`src/rtl/uart_rx_mon_pkg.sv`:
```
// Shared types for the UART receive monitor: FSM states and the FIFO entry layout.
package uart_mon_pkg;

  localparam int unsigned DATA_W_MAX = 9;

  typedef enum logic [2:0] {IDLE, START, DATA, PAR, STOP} mon_state_t;

  typedef struct packed {
    logic                  ferr;
    logic                  perr;
    logic [DATA_W_MAX-1:0] data;
  } mon_entry_t;

endpackage

```
`src/rtl/uart_rx_mon_fifo.sv`:
```
// First-word fall-through FIFO with occupancy level, reusable by other monitors.
module mon_fifo #(
  parameter int unsigned width = 8,
  parameter int unsigned depth = 8
) (
  input  logic                   hclk,
  input  logic                   hresetn,
  input  logic                   push,
  input  logic [width-1:0]       wdata,
  input  logic                   pop,
  output logic [width-1:0]       rdata,
  output logic                   valid,
  output logic                   full,
  output logic [$clog2(depth):0] level,
  output logic                   drop
);
  localparam int unsigned AW = $clog2(depth);
  localparam logic [AW:0] FULL_LVL = (AW+1)'(depth);

  logic [width-1:0] mem [depth];
  logic [AW-1:0]    wptr, rptr;
  logic             do_push, do_pop;

  assign valid   = (level != '0);
  assign full    = (level == FULL_LVL);
  assign do_pop  = pop & valid;
  // A pop frees the slot in the same cycle, so a full FIFO can still accept.
  assign do_push = push & (~full | do_pop);
  assign drop    = push & full & ~do_pop;
  assign rdata   = valid ? mem[rptr] : '0;

  always_ff @(posedge hclk) begin
    if (do_push) mem[wptr] <= wdata;
  end

  always_ff @(posedge hclk or negedge hresetn) begin
    if (!hresetn) begin
      wptr  <= '0;
      rptr  <= '0;
      level <= '0;
    end else begin
      if (do_push) wptr <= wptr + 1'b1;
      if (do_pop)  rptr <= rptr + 1'b1;
      case ({do_push, do_pop})
        2'b10:   level <= level + 1'b1;
        2'b01:   level <= level - 1'b1;
        default: level <= level;
      endcase
    end
  end

endmodule

```
`src/rtl/uart_rx_mon.sv`:
```
// UART receive monitor: synchronises rx, decodes frames against a runtime divider,
// and buffers {ferr, perr, data} entries for a valid/ready consumer.
module uart_rx_mon
  import uart_mon_pkg::*;
#(
  parameter int unsigned data_w  = 8,
  parameter int unsigned dfr_w   = 16,
  parameter int unsigned fifo_d  = 8,
  parameter int unsigned sync_st = 2
) (
  input  logic                    hclk,
  input  logic                    hresetn,
  input  logic                    en,
  input  logic [dfr_w-1:0]        dfr,
  input  logic                    par_en,
  input  logic                    par_odd,
  input  logic                    stop2,
  input  logic                    rx,
  output logic [data_w-1:0]       rd_data,
  output logic                    rd_perr,
  output logic                    rd_ferr,
  output logic                    rd_valid,
  input  logic                    rd_ready,
  output logic [$clog2(fifo_d):0] fifo_lvl,
  output logic                    ovf,
  input  logic                    ovf_clr
);
  logic [sync_st-1:0] sync_q;
  logic               rx_s, rx_d, fall;
  mon_state_t         state;
  logic [dfr_w-1:0]   cnt, dv;
  logic               pe_q, po_q, s2_q;
  logic [3:0]         bit_idx;
  logic [data_w-1:0]  shreg;
  logic               perr_q, ferr_q;
  logic               mid, last_stop, push, drop, fifo_full;
  mon_entry_t         push_ent, head;
  logic               unused_bits;

  assign rx_s = sync_q[sync_st-1];
  assign fall = rx_d & ~rx_s;

  always_ff @(posedge hclk or negedge hresetn) begin
    if (!hresetn) begin
      sync_q <= '1;
      rx_d   <= 1'b1;
    end else begin
      sync_q <= {sync_q[sync_st-2:0], rx};
      rx_d   <= rx_s;
    end
  end

  assign mid       = (cnt == (dv >> 1));
  assign last_stop = ~s2_q | (bit_idx == 4'd1);
  assign push      = en & (state == STOP) & mid & last_stop;

  always_comb begin
    push_ent      = '0;
    push_ent.data = DATA_W_MAX'(shreg);
    push_ent.perr = perr_q;
    push_ent.ferr = ferr_q | ~rx_s;
  end

  // Counter free-runs modulo dv, so each sample after the start mid-point
  // lands exactly one bit period later.
  always_ff @(posedge hclk or negedge hresetn) begin
    if (!hresetn) begin
      state   <= IDLE;
      cnt     <= '0;
      dv      <= dfr_w'(2);
      pe_q    <= 1'b0;
      po_q    <= 1'b0;
      s2_q    <= 1'b0;
      bit_idx <= '0;
      shreg   <= '0;
      perr_q  <= 1'b0;
      ferr_q  <= 1'b0;
    end else if (!en) begin
      state <= IDLE;
    end else begin
      cnt <= (cnt == dv - 1'b1) ? '0 : cnt + 1'b1;
      case (state)
        IDLE: if (fall) begin
          state   <= START;
          cnt     <= '0;
          dv      <= (dfr < dfr_w'(2)) ? dfr_w'(2) : dfr;
          pe_q    <= par_en;
          po_q    <= par_odd;
          s2_q    <= stop2;
          bit_idx <= '0;
          perr_q  <= 1'b0;
          ferr_q  <= 1'b0;
        end
        START: if (mid) state <= rx_s ? IDLE : DATA;
        DATA: if (mid) begin
          shreg <= {rx_s, shreg[data_w-1:1]};
          if (bit_idx == 4'(data_w - 1)) begin
            bit_idx <= '0;
            state   <= pe_q ? PAR : STOP;
          end else begin
            bit_idx <= bit_idx + 1'b1;
          end
        end
        PAR: if (mid) begin
          perr_q <= ((^shreg) ^ rx_s) != po_q;
          state  <= STOP;
        end
        STOP: if (mid) begin
          ferr_q <= ferr_q | ~rx_s;
          if (last_stop) state <= IDLE;
          else           bit_idx <= bit_idx + 1'b1;
        end
        default: state <= IDLE;
      endcase
    end
  end

  always_ff @(posedge hclk or negedge hresetn) begin
    if (!hresetn)     ovf <= 1'b0;
    else if (drop)    ovf <= 1'b1;
    else if (ovf_clr) ovf <= 1'b0;
  end

  mon_fifo #(
    .width($bits(mon_entry_t)),
    .depth(fifo_d)
  ) u_fifo (
    .hclk    (hclk),
    .hresetn (hresetn),
    .push    (push),
    .wdata   (push_ent),
    .pop     (rd_ready),
    .rdata   (head),
    .valid   (rd_valid),
    .full    (fifo_full),
    .level   (fifo_lvl),
    .drop    (drop)
  );

  assign rd_data     = head.data[data_w-1:0];
  assign rd_perr     = head.perr;
  assign rd_ferr     = head.ferr;
  assign unused_bits = ^{head.data, fifo_full};

endmodule
```
`config.mk`:
```
export PLATFORM = sky130hd
export DESIGN_NAME = uart_rx_mon
export DESIGN_NICKNAME = d
export VERILOG_FILES = /design/src/rtl/uart_rx_mon_pkg.sv /design/src/rtl/uart_rx_mon_fifo.sv /design/src/rtl/uart_rx_mon.sv
export SDC_FILE = /design/constraint.sdc
export NUM_CORES = 1
export LEC_CHECK = 0
export ABC_AREA = 1
export CAP_MARGIN = 10
export CELL_PAD_IN_SITES_DETAIL_PLACEMENT = 1
export CELL_PAD_IN_SITES_GLOBAL_PLACEMENT = 2
export CORE_AREA = 2 2 151 153
export CTS_CLUSTER_DIAMETER = 150
export DETAILED_ROUTE_END_ITERATION = 10
export DIE_AREA = 0 0 153 155
export GPL_TIMING_DRIVEN = 0
export PLACE_DENSITY = 0.81
export SYNTH_ARGS = -nofsm -noshare
export SYNTH_HDL_FRONTEND = slang
export SYNTH_SLANG_ARGS = --single-unit
```
`constraint.sdc`:
```
create_clock -name hclk -period 2.8 [get_ports hclk]
set_clock_uncertainty 0.2 [all_clocks]
set_input_delay 0.56 -clock hclk [delete_from_list [all_inputs] [get_ports hclk]]
set_output_delay 0.56 -clock hclk [all_outputs]
set_load 0.02 [all_outputs]
```
==> results.yml, run 1 <==
worst_hold_path:
  holdPathEnd: "sync_q[1]$_DFF_PN1_"
  holdPathStages: 0
  min_from: "sync_q[0]$_DFF_PN1_"
  holdCritPathClass: "reg2reg"
synth:
  yosysSeqAreaShare_pct: 54.8
  synth-warning-count: 0
  synth_edf_count: 80
  synth_cell_types: 47
  avgSynthCellArea_um2: 9.15
  synth_seq_cells: 146
  synth_nets: 845
  synthesis.area_mm2: 0.00741
  netlist.area_leader.share_pct: 32.4
  synth_top_area_cell: "edfxtp_1"
  synthTopCellsByArea: "edfxtp_1 (32%), dfrtp_1 (21%), nand2_1 (8.2%), o21ai_0 (6.2%), nor2_1 (5.9%)"
  async_flop_share_pct: 45.2
  syn_inst: 810
  synthFlopType: "edfxtp_1"
routing:
  dr_total_vias: 5880
  routedWlPerCell_um: 17.0
  drt_iter0_markers: 282
  first_pass_iters: 4
  remaining_drc_errors: 0
  drtAntennaViolNets: 0
  drt-total-wl_um: 20300
  via_per_inst: 4.91
floorplanning:
  die_area_mm2: 0.0237
  die_h_um: 155
  fp.coreArea_mm2: 0.0222
  rows: 55
  start_util_pct: 33.3
  die_w_um: 153
  pin_count: 41
outcome:
  outcome: "finished, final reports clean"
power_and_ir_drop:
  power.share.combinational_pct: 37.4
  p_leak_nw: 3.79
  intPower_w: 0.00494
  power_w: 0.00813
  switching_share_pct: 39.2
  power_frac_clock_pct: 28.2
  p_seq_share_pct: 34.4
  ir_drop_mv: 0.440
  p_sw_w: 0.00319
  power.density_mw_per_mm2: 873
timing:
  fin_crit_ns: 2.79
  rsz0062_at_grt: "true"
  worstMarginPinSlew_ns: 0.579
  min_period_over_period_pct: 99.8
  finalHoldViolCount: 0
  slew_viol_final: 0
  setup-tns-final_ns: 0
  setup_violations: 0
  max_freq_ghz: 0.358
  hold_ws_ns: 0.163
  relSlewSlack_pct: 61.4
worst_setup_path:
  crit-reg2reg-launch: "cnt[8]$_DFFE_PN0P_"
  cp.required_ns: 2.04
  crit-reg2reg-capture: "u_fifo.level[3]$_DFFE_PN0P_"
  start_kind: "flip-flop"
  r2r_slack_ns: 0.04
  arrival_ns: 2.03
  crit_type: "reg2out"
  worstPathMaxFanout: 10
  reg2reg_depth: 16
  cp-end-kind: "output port"
run:
  maxCapViolCount: 0
final_layout:
  drive_gt1_share_pct: 20.2
  final_common_cell: "nand2_1"
  fillers: 2593
  final-instance-count-excl-fill: 1197
  synthToLayoutAreaGrowth_pct: 25.7
  nNetsFinal: 934
  final_area_mm2: 0.00932
  diodes: 0
  final_cell_mix: "nand2_1 (159), nor2_1 (108), o21ai_0 (83)"
clocking:
  htreeDepth: 4
  cts_made_buffers: 17
  cts_tree: "done"
  clk_pin_slew_ns: 0.07
  cts_root_buf: "clkbuf_16"
  clock_sinks: 146
  insertion_delay_ns: 0.43
  cts_max_path_buffers: 2
global_routing:
  grt_first_pass_wirelength_um: 32200
  grt_max_degree: 52
  gr-total-overflow: 0
  grt_pass1_vias: 5997
  antenna_found_initial: 0
  grt_usage_pct: 17.3
place:
  dp_hpwl_um: 14100
  gp_congestion: 0.781
  dpl_cell_area_mm2: 0.00819
  portBuffers: 39
  dp.cells: 1135
[state kept, by name (all words and copies together) (netlist names), 2 cells and up]
| name | count |
|---|---|
| dv | 16 |
| bit_idx | 4 |
| u_fifo.rptr | 3 |
| cnt | 16 |
| u_fifo.mem | 80 |
| u_fifo.wptr | 3 |
| shreg | 8 |
| sync_q | 2 |
| state | 3 |
| u_fifo.level | 4 |
[worst max-delay path, stage by stage (launching register included)]
cell	delay, ns
dfrtp_2	0.44
inv_2	0.08
buf_6	0.14
o21ai_0	0.30
o22ai_2	0.18
o21ai_0	0.19
a31oi_1	0.08
buf_2	0.20
[cells in the mapped netlist (10+ instances only)]
cell type and count:
a21oi_1 10, a31oi_1 10, clkbuf_1 20, dfrtp_1 62
edfxtp_1 80, inv_1 72, nand2_1 161, nand3_1 33
nand4_1 12, nor2_1 117, o21ai_0 92, o22ai_1 10
xnor2_1 14, xor2_1 31
[through the flow]
stage | utilization, % | worst slack [ns]
2_1_floorplan | - | 0.0194
3_3_place_gp | 36.7 | -1.66
3_5_place_dp | 36.8 | -0.488
4_1_cts | 40.7 | -0.0984
5_1_grt | 41.9 | -0.173
6_report | 41.9 | 0.00596
[logic make-up after synthesis]
kind of cell / after synthesis / share of synthesized area, %
buffers and inverters: 110 / 6.01
AND/OR/NAND/NOR: 356 / 20.9
XOR/XNOR: 45 / 5.32
adder cells (fa/ha/maj): 10 / 1.79
flip-flops: 146 / 54.8
multiplexers: 6 / 0.912
AO/OA/AOI/OAI: 137 / 10.3
[power by group through the flow]
stage                     combinational, W  clock, W  sequential, W
after floorplan                    0.00187         0        0.00275
after CTS                          0.00297   0.00234        0.00279
after global placement             0.00280         0        0.00280
after global routing               0.00341   0.00244        0.00284
final                              0.00304   0.00230        0.00279
after detailed placement           0.00287         0        0.00280
[how the worst max path moves through the flow]
stage | startpoint | end | slack, ns
after detailed placement | cnt[11]$_DFFE_PN0P_ | u_fifo.mem[4][4]$_DFFE_PP_ | -0.49
final | u_fifo.rptr[0]$_DFFE_PN0P_ | rd_ferr | 0.006
after global placement | hresetn | cnt[10]$_DFFE_PN0P_ | -1.66
after global routing | cnt[10]$_DFFE_PN0P_ | u_fifo.level[3]$_DFFE_PN0P_ | -0.17
after floorplan | cnt[3]$_DFFE_PN0P_ | u_fifo.level[3]$_DFFE_PN0P_ | 0.02
after CTS | cnt[1]$_DFFE_PN0P_ | u_fifo.level[3]$_DFFE_PN0P_ | -0.1
[final cells by class]
class	count	area [µm²]	area share, %
Clock buffer	17	425	4.56
Clock inverter	15	168	1.80
Buffer	26	171	1.84
Inverter	78	293	3.14
Sequential cell	146	4080	43.8
Multi-Input combinational cell	554	3070	32.9
Tap cell	285	357	3.83
Timing Repair Buffer	76	754	8.10
[metal layers]
layer	GRT usage, %	routed length [µm]
met3	3.01	615
met5	0	0
met2	30.3	10200
met4	5.20	337
met1	22.1	9180
[what timing repair did]
action	in CTS	in global routing
resized for setup	114	27
pin swaps	21	19
setup endpoints to repair	94	91
endpoints found under the hold margin	15	0
buffers inserted	19	16
hold buffers	1	0
cloned	0	0
(Power assumes the default switching activity.)
==> run 2: changes to the inputs <==
Settings changed: CTS_CLUSTER_DIAMETER 150 to unset.
==> results of run 2 <==
Same layout as run 1: the final DEF is identical, and so are final timing and power.
==> run 3: changes to the inputs <==
Settings changed: CORE_AREA 2 2 151 153 to 2 2 149 151, CTS_BUF_LIST set to sky130_fd_sc_hd__clkbuf_4 sky130_fd_sc_hd__clkbuf_8, DIE_AREA 0 0 153 155 to 0 0 151 153, PLACE_DENSITY 0.81 to 0.82.
==> run 3 against run 2 <==
The flow now finishes with violations (negative setup slack). Global-route usage grew 0.15 points. First-iteration DRC count shrank 14%. Non-clock buffer count grew 4. Via count increased by 0.41%. Clock-buffer cell count stayed put. Sequential share of layout area up 0.071 points. Combinational power is 17% higher. Critical path type is now reg2reg. Largest power group unchanged. Highest routed layer unchanged.
==> results.yml, run 3 (synthesis gave the netlist of run 1 again) <==
outcome:
  outcome: "finished with violations"
  violations: "negative setup slack"
clocking:
  cts_made_buffers: 17
  cts_max_path_buffers: 2
  insertion_delay_ns: 0.47
  clk_pin_slew_ns: 0.09
  cts_tree: "done"
  clock_sinks: 146
  cts_root_buf: "clkbuf_8"
  htreeDepth: 4
global_routing:
  gr-total-overflow: 0
  antenna_found_initial: 0
  grt_max_degree: 45
  grt_usage_pct: 17.5
  grt_pass1_vias: 6112
  grt_first_pass_wirelength_um: 31300
final_layout:
  fillers: 2484
  nNetsFinal: 938
  largest_reg_flops: 80
  top_register: "u_fifo.mem"
  diodes: 0
  final_common_cell: "nand2_1"
  final_cell_mix: "nand2_1 (157), nor2_1 (100), edfxtp_1 (80)"
  final_area_mm2: 0.00930
  top_regs: "u_fifo.mem: 80 flops, cnt: 16 flops, dv: 16 flops"
  synthToLayoutAreaGrowth_pct: 25.5
  drive_gt1_share_pct: 23.9
floorplanning:
  die_w_um: 151
  start_util_pct: 34.5
  rows: 54
  die_h_um: 153
  fp.coreArea_mm2: 0.0215
  pin_count: 41
  die_area_mm2: 0.0231
place:
  dpl_cell_area_mm2: 0.00818
  dp_hpwl_um: 13700
  portBuffers: 39
  gp_congestion: 0.807
worst_setup_path:
  crit_start: "dv[2]$_DFFE_PN0P_"
  start_kind: "flip-flop"
  cp-end-kind: "flip-flop"
  crit-reg2reg-launch: "dv[2]$_DFFE_PN0P_"
  crit_type: "reg2reg"
  worstPathMaxFanout: 5
  cp.required_ns: 2.96
  arrival_ns: 3.07
power_and_ir_drop:
  p_leak_nw: 3.78
  ir_drop_mv: 0.339
  power.density_mw_per_mm2: 867
  power_w: 0.00807
timing:
  finalHoldViolCount: 0
  relSlewSlack_pct: 61.4
  worstMarginPinSlew_ns: 0.579
  setup-tns-final_ns: -0.108
  setup_slack_ns: -0.106
  rsz0062_at_grt: "true"
  hold_ws_ns: 0.161
  fin_crit_ns: 2.91
  slew_viol_final: 0
  min_period_over_period_pct: 104
  setup_violations: 2
  max_freq_ghz: 0.344
run:
  maxCapViolCount: 0
routing:
  first_pass_iters: 4
  dr_total_vias: 5904
  via_per_inst: 4.94
  routedWlPerCell_um: 16.7
  drt-total-wl_um: 20000
  remaining_drc_errors: 0
  drt_iter0_markers: 243
  drtAntennaViolNets: 0
worst_hold_path:
  holdCritPathClass: "reg2reg"
  min_from: "sync_q[0]$_DFF_PN1_"
## run 3: cell types whose count changed in the layout (fill, tap and decap cells not counted), moves of 8 or more
| cell | change |
|---|---|
| buf_4 | +11 |
| clkbuf_16 | -15 |
| nor2_1 | -8 |
| o21ai_1 | +19 |
| o21ai_0 | -29 |
| clkbuf_8 | +18 |
| o21ai_2 | +9 |
## run 3: timing repair
| item | in CTS | in global routing |
|---|---|---|
| endpoints found under the setup margin | 94 | 93 |
| hold buffers | 1 | 0 |
| gates resized for setup | 127 | 106 |
| pin swaps | 11 | 28 |
| buffers inserted | 12 | 22 |
| gates cloned | 1 | 2 |
| endpoints found under the hold margin | 22 | 0 |
## run 3: path summary, 6_finish.rpt
path / to / slack [ns] / cells after the start
worst max register to register: u_fifo.level[3]$_DFFE_PN0P_ / -0.11 / 18
max in group asynchronous: dv[1]$_DFFE_PN1P_ / 1.47 / 3
worst min-delay path: sync_q[1]$_DFF_PN1_ / 0.16 / 0
worst max-delay path: u_fifo.level[3]$_DFFE_PN0P_ / -0.11 / 18
worst min register to register: sync_q[1]$_DFF_PN1_ / 0.16 / 0
min in group asynchronous: bit_idx[1]$_DFFE_PN0P_ / 0.33 / 2
## run 3: per-stage QoR
stage / worst slack (ns) / instances / util [%]
CTS: -0.0997 / 1173 / 41.1
finish: -0.106 / 1196 / 43.3
floorplan: 0.0194 / 810 / -
detailed placement: -0.521 / 1130 / 38.1
global route: -0.297 / 1196 / 43.3
global placement: -1.53 / 1129 / 38.0
## run 3: metal layers
metal  track usage (%)  vias up  share of wire [%]
li1                  -     2885                  -
met1              21.3     2915                 44
met2              31.3       85                 52
met3              3.37       19                2.5
met4              4.85        0                1.2
met5                 0        -                  0
## run 3: power by group
part	switching [W]	leakage, nW	internal [W]
Sequential	0.000309	1.53	0.00249
Clock	0.000948	0.201	0.000749
Combinational	0.00206	2.05	0.00152
## run 3: layout make-up
cell class | count | area (µm²) | area share (%)
Inverter | 78 | 300 | 3.23
Buffer | 28 | 229 | 2.46
Multi-Input combinational cell | 554 | 3190 | 34.3
Timing Repair Buffer | 78 | 758 | 8.15
Clock inverter | 15 | 161 | 1.73
Sequential cell | 146 | 4080 | 43.9
Tap cell | 280 | 350 | 3.77
Clock buffer | 17 | 234 | 2.51
## run 3: worst max-delay path, stage by stage (launching register included)
cell and delay [ns]:
dfrtp_2 0.44, inv_4 0.04, nand2_1 0.07, nand2_2 0.07, nor3_4 0.20, nand2_2 0.09
nor3_4 0.19, nand2_4 0.10, nor2_8 0.11, nand3_4 0.10, ha_4 0.20, ha_4 0.25
nand2_1 0.06, nor2_1 0.05, a211oi_2 0.25, nor2_1 0.08, nor2_1 0.10, nand2_1 0.07
xor2_1 0.13
